===== config.mk =====
export PLATFORM = sky130hd
export DESIGN_NAME = saph_pixel_pack_seq
export DESIGN_NICKNAME = d
export VERILOG_FILES = /design/src/rtl/saph_pkg.sv /design/src/rtl/saph_num_pack.sv /design/src/rtl/saph_pixel_pack_seq.sv
export SDC_FILE = /design/constraint.sdc
export NUM_CORES = 1
export LEC_CHECK = 0
export CORE_UTILIZATION = 45
export CTS_CLUSTER_DIAMETER = 100
export DETAILED_ROUTE_END_ITERATION = 10
export GPL_ROUTABILITY_DRIVEN = 0
export GPL_TIMING_DRIVEN = 0
export PLACE_DENSITY_LB_ADDON = 0.25
export SYNTH_ARGS = -nofsm -noshare
export SYNTH_HDL_FRONTEND = slang
export SYNTH_SLANG_ARGS = --single-unit

===== constraint.sdc =====
create_clock -name clk -period 4.1 [get_ports clk]
set_input_delay 0.82 -clock clk [delete_from_list [all_inputs] [get_ports clk]]
set_output_delay 0.82 -clock clk [all_outputs]
set_load 0.01 [all_outputs]

===== src/rtl/saph_pkg.sv =====
// Shared saph types and bit-count helpers for the pixel pack sequencer.
package saph_pkg;

    typedef enum logic [1:0] {
        ST_IDLE = 2'd0,
        ST_PACK = 2'd1,
        ST_DONE = 2'd2
    } saph_state_e;

    function automatic int saph_chan_bits(input int n);
        return (n > 1) ? $clog2(n) : 1;
    endfunction

    function automatic int saph_pos_bits(input int pack_width);
        return $clog2(pack_width);
    endfunction

    function automatic int saph_width_bits(input int unpack_width);
        return $clog2(unpack_width + 1);
    endfunction

    localparam int SAPH_POS_BITS   = saph_pos_bits(16);
    localparam int SAPH_WIDTH_BITS = saph_width_bits(8);

endpackage


===== src/rtl/saph_num_pack.sv =====
// Keeps the top `width` MSBs of one channel and places them at bit `pos`.
// Purely combinational; no flow control.
module saph_num_pack
    import saph_pkg::*;
#(
    parameter int pack_width   = 16,
    parameter int unpack_width = 8,
    localparam int PB = saph_pos_bits(pack_width),
    localparam int WB = saph_width_bits(unpack_width)
) (
    input  logic [unpack_width-1:0] chan_dat,
    input  logic [PB-1:0]           pos,
    input  logic [WB-1:0]           width,
    output logic [pack_width-1:0]   packed_dat
);

    localparam int SW = WB + 1;
    localparam logic [SW-1:0] UW_L = SW'(unpack_width);

    logic [SW-1:0]                      rsh;
    logic [unpack_width-1:0]            msbs;
    logic [pack_width+unpack_width-1:0] wide;

    // width is already clamped to unpack_width, so rsh never underflows
    always_comb begin
        rsh        = UW_L - {1'b0, width};
        msbs       = chan_dat >> rsh;
        wide       = {{pack_width{1'b0}}, msbs} << pos;
        packed_dat = (width == '0) ? '0 : wide[pack_width-1:0];
    end

endmodule


===== src/rtl/saph_pixel_pack_seq.sv =====
// Packs one multi-channel pixel into a single word, one channel per cycle.
// Latency: out_valid rises channels+1 cycles after acceptance; one pixel in flight.
// Backpressure: in_ready only in IDLE; DONE holds out_data until out_ready.
module saph_pixel_pack_seq
    import saph_pkg::*;
#(
    parameter int pack_width   = 16,
    parameter int unpack_width = 8,
    parameter int channels     = 4,
    localparam int CW = saph_chan_bits(channels),
    localparam int PB = saph_pos_bits(pack_width),
    localparam int WB = saph_width_bits(unpack_width)
) (
    input  logic                             clk,
    input  logic                             rst,
    input  logic                             cfg_we,
    input  logic [CW-1:0]                    cfg_chan,
    input  logic [PB-1:0]                    cfg_pos,
    input  logic [WB-1:0]                    cfg_width,
    output logic                             cfg_busy,
    input  logic                             in_valid,
    output logic                             in_ready,
    input  logic [channels*unpack_width-1:0] in_data,
    output logic                             out_valid,
    input  logic                             out_ready,
    output logic [pack_width-1:0]            out_data
);

    // Counter runs one past the last channel to give the hand-off cycle into DONE
    localparam int CNTW = $clog2(channels + 1);
    localparam logic [WB-1:0] UW_MAX = WB'(unpack_width);

    saph_state_e             state_q, state_d;
    logic [CNTW-1:0]         cnt_q, cnt_d;
    logic [pack_width-1:0]   acc_q, acc_d;
    logic [pack_width-1:0]   out_data_q, out_data_d;
    logic [unpack_width-1:0] pix_q [channels];
    logic [unpack_width-1:0] pix_d [channels];
    logic [PB-1:0]           pos_q [channels];
    logic [PB-1:0]           pos_d [channels];
    logic [WB-1:0]           width_q [channels];
    logic [WB-1:0]           width_d [channels];

    logic [CW-1:0]           sel;
    logic [pack_width-1:0]   chan_packed;
    logic                    cfg_hit;
    logic                    last_pack;

    assign sel       = CW'(cnt_q);
    assign cfg_hit   = cfg_we && (state_q == ST_IDLE) && (int'(cfg_chan) < channels);
    assign last_pack = (int'(cnt_q) == channels);

    saph_num_pack #(
        .pack_width   (pack_width),
        .unpack_width (unpack_width)
    ) u_num_pack (
        .chan_dat   (pix_q[sel]),
        .pos        (pos_q[sel]),
        .width      (width_q[sel]),
        .packed_dat (chan_packed)
    );

    always_comb begin
        state_d    = state_q;
        cnt_d      = cnt_q;
        acc_d      = acc_q;
        out_data_d = out_data_q;
        pix_d      = pix_q;
        pos_d      = pos_q;
        width_d    = width_q;

        if (cfg_hit) begin
            pos_d[cfg_chan]   = cfg_pos;
            width_d[cfg_chan] = (cfg_width > UW_MAX) ? UW_MAX : cfg_width;
        end

        case (state_q)
            ST_IDLE: begin
                if (in_valid) begin
                    for (int k = 0; k < channels; k++) begin
                        pix_d[k] = in_data[k*unpack_width +: unpack_width];
                    end
                    acc_d   = '0;
                    cnt_d   = '0;
                    state_d = ST_PACK;
                end
            end
            ST_PACK: begin
                if (last_pack) begin
                    out_data_d = acc_q;
                    state_d    = ST_DONE;
                end else begin
                    acc_d = acc_q | chan_packed;
                    cnt_d = cnt_q + CNTW'(1);
                end
            end
            ST_DONE: begin
                if (out_ready) begin
                    state_d = ST_IDLE;
                end
            end
            default: state_d = ST_IDLE;
        endcase
    end

    always_ff @(posedge clk) begin
        if (rst) begin
            state_q    <= ST_IDLE;
            cnt_q      <= '0;
            acc_q      <= '0;
            out_data_q <= '0;
            for (int k = 0; k < channels; k++) begin
                pix_q[k]   <= '0;
                pos_q[k]   <= '0;
                width_q[k] <= '0;
            end
        end else begin
            state_q    <= state_d;
            cnt_q      <= cnt_d;
            acc_q      <= acc_d;
            out_data_q <= out_data_d;
            pix_q      <= pix_d;
            pos_q      <= pos_d;
            width_q    <= width_d;
        end
    end

    assign in_ready  = (state_q == ST_IDLE);
    assign out_valid = (state_q == ST_DONE);
    assign cfg_busy  = (state_q != ST_IDLE);
    assign out_data  = out_data_q;

endmodule


==> results.json <==
{
  "status": "complete, no violations",
  "synth_commonest_cells": "nand2_1 (109), dfxtp_1 (101), a21oi_1 (64)",
  "first_global_vias": 3969,
  "clock_skew_ns": 0.00865,
  "die-area_um2": 10900,
  "synth.most_common_cell": "nand2_1",
  "clock.fmax_mhz": 268,
  "tritoncts": "yes",
  "clock_latency_ns": 0.37,
  "hold_viol": 0,
  "num-nets-final": 666,
  "clk_pin_slew_ns": 0.09,
  "grt_pass1_wl_um": 18900,
  "cts_resized": 0,
  "grt_max_degree": 17,
  "arrival_ns": 4.02,
  "worstSetupPathType": "reg -> reg",
  "portBuffers": 65,
  "synth_top_family_by_area": "simple AND/OR/NAND/NOR gates",
  "synthMuxAreaShare_pct": 18.3,
  "area_growth_pct": 22.5,
  "power.leakage_nw": 2.13,
  "hold_path_class": "reg -> reg",
  "crit_required_ns": 4.39,
  "holdBufCountCts": 0,
  "worstMarginPinSlew_ns": 0.985,
  "ys_ff_latch": 101,
  "antenna_found_initial": 0,
  "syn_area_um2": 4730,
  "cts_setup_buffers": 0,
  "syn-num-nets": 590,
  "start_util_pct": 46.0,
  "drtPass1Iterations": 4,
  "synth-seq-area-share_pct": 42.8,
  "coreArea_um2": 10300,
  "synth_xor_area_share_pct": 0.556,
  "synth.distinct_cells": 53,
  "slew_violations": 0,
  "cts_buffer_depth": 2,
  "synth_compound_area_share_pct": 14.6,
  "num_vias": 4030,
  "setup_viol": 0,
  "ios": 66,
  "numCtsBuffers": 9,
  "syn_area_per_cell_um2": 8.76,
  "setup.worst_path.start_class": "flop",
  "viasPerCell": 5.32,
  "placementRows": 37,
  "rsz0062_at_grt": "false",
  "async_reset_ff_share_pct": 0,
  "cp-end-kind": "flop",
  "cts-root-buf": "clkbuf_8",
  "finalSetupTns_ns": 0,
  "path_max_fanout": 10,
  "synth-edff-count": 0,
  "final_layout_size_suffix_gt1_share_pct": 7.57,
  "grt-ovfl-total": 0,
  "place_hpwl_um": 8290,
  "synthDominantCellAreaShare_pct": 42.8,
  "wl_um": 11100,
  "max-cap-violations": 0,
  "drt_iter0_markers": 153,
  "die_y_um": 105,
  "setup_ws_ns": 0.369,
  "holdWs_ns": 0.450,
  "period_share_pct": 91.0,
  "cts_max_level": 3,
  "yosys-top-cells-area": "dfxtp_1 (43%), mux2i_1 (9.1%), nand2_1 (8.7%)",
  "cts_num_sinks": 101,
  "worst_ir_drop_vdd_v": 0.000147,
  "yosys.area.top_type": "dfxtp_1",
  "synth_flop_cell": "dfxtp_1",
  "synth_fa_ha_area_share_pct": 0.794,
  "die_w_um": 105,
  "routedWlPerCell_um": 14.6,
  "final.min_clock_period_ns": 3.73,
  "grt_usage_pct": 21.6,
  "ys_warn_count": 0,
  "diodes": 0,
  "yosys.area_share.simple_pct": 19.3,
  "place_ws_ns": 0.483,
  "timing.slew.headroom_pct": 34.0,
  "power.density_nw_per_um2": 348,
  "synthCells": 540,
  "route.antenna.remaining_nets": 0,
  "drc": 0
}
## cell usage in the layout (no fill, tap or decap), drive strengths merged, types with 3 or more instances in the layout
cell           Yosys  layout
a21oi             64      64
inv                9       9
or2                3       3
a311oi             4       4
ha                 3       3
mux4              14      14
o32ai              3       3
nand2b             7       7
mux2               9       9
and3               3       3
nor2b              7       7
nor3               8       8
nor3b              3       3
buf                8       8
nand3             10      10
and2               4       4
a31oi              4       4
bufinv             0       3
mux2i             43      43
dfxtp            101     101
nand2            109     109
nor2              58      58
o31ai              4       4
clkdlybuf4s50      0      65
o21ai              8       8
o22ai              3       3
clkinv             2       4
o21a               4       4
clkbuf            23      33
## state kept, by name (all words and copies together) (netlist names)
| register | count |
|---|---|
| cnt_q | 3 |
| state_q | 2 |
| out_data | 16 |
| pos_q | 16 |
| width_q | 16 |
| pix_q | 32 |
| acc_q | 16 |
## logic make-up (layout without fill, tap and decap cells)
kind of cell             after synthesis  after routing
flip-flops                           101            101
AND/OR/NAND/NOR                      215            215
AO/OA/AOI/OAI                        110            110
adder cells (fa/ha/maj)                3              3
XOR/XNOR                               3              3
buffers and inverters                 42            123
multiplexers                          66             66
## worst paths after layout
kind	startpoint	end	slack (ns)	depth (start not counted)
setup / recovery	cnt_q[0]$_SDFFE_PP0P_	acc_q[10]$_SDFFE_PP0P_	0.37	11
hold / removal	acc_q[2]$_SDFFE_PP0P_	out_data[2]$_SDFFE_PP0P_	0.45	2
setup reg to reg	cnt_q[0]$_SDFFE_PP0P_	acc_q[10]$_SDFFE_PP0P_	0.37	11
hold reg to reg	acc_q[2]$_SDFFE_PP0P_	out_data[2]$_SDFFE_PP0P_	0.45	2
## final cells by class
cell class                      instances  area, µm²
Clock inverter                          6        111
Tap cell                              136        170
Timing Repair Buffer                   65        651
Sequential cell                       101       2020
Multi-Input combinational cell        397       2540
Buffer                                 31        131
Fill cell                             971       4480
Inverter                               11       41.3
Clock buffer                           10        128
## report_power, final
part	total (mW)	internal, mW	switching, mW
clock network	0.746	0.405	0.340
registers	1.02	1.01	0.0151
logic	0.248	0.114	0.133
total	2.02	1.53	0.488
## layer usage
metal | GRT usage (%) | vias to the layer above | share of wire [%]
met1 | 26.6 | 1871 | 46
met3 | 2.88 | 27 | 3.1
li1 | - | 2038 | -
met5 | 0 | - | 0
met4 | 11.4 | 0 | 3.1
met2 | 36.5 | 94 | 48
## metrics by stage
step	std cells	power [mW]	utilization (%)	area, µm²
after floorplan	540	1.19	-	4730
after global placement	741	1.28	54.0	5550
after detailed placement	741	1.29	54.0	5550
after CTS	757	2.03	56.4	5790
after global routing	757	2.10	56.4	5790
final	757	2.02	56.4	5790
## critical path: stages (launching register included)
cell	delay [ns]
dfxtp_1	0.52
mux4_2	0.63
buf_4	0.21
inv_1	0.06
ha_1	0.24
clkinv_1	0.28
mux2i_1	0.24
o32ai_1	0.61
and2_1	0.30
mux2_4	0.21
a311oi_2	0.09
a211oi_1	0.23
(Power assumes the default switching activity.)
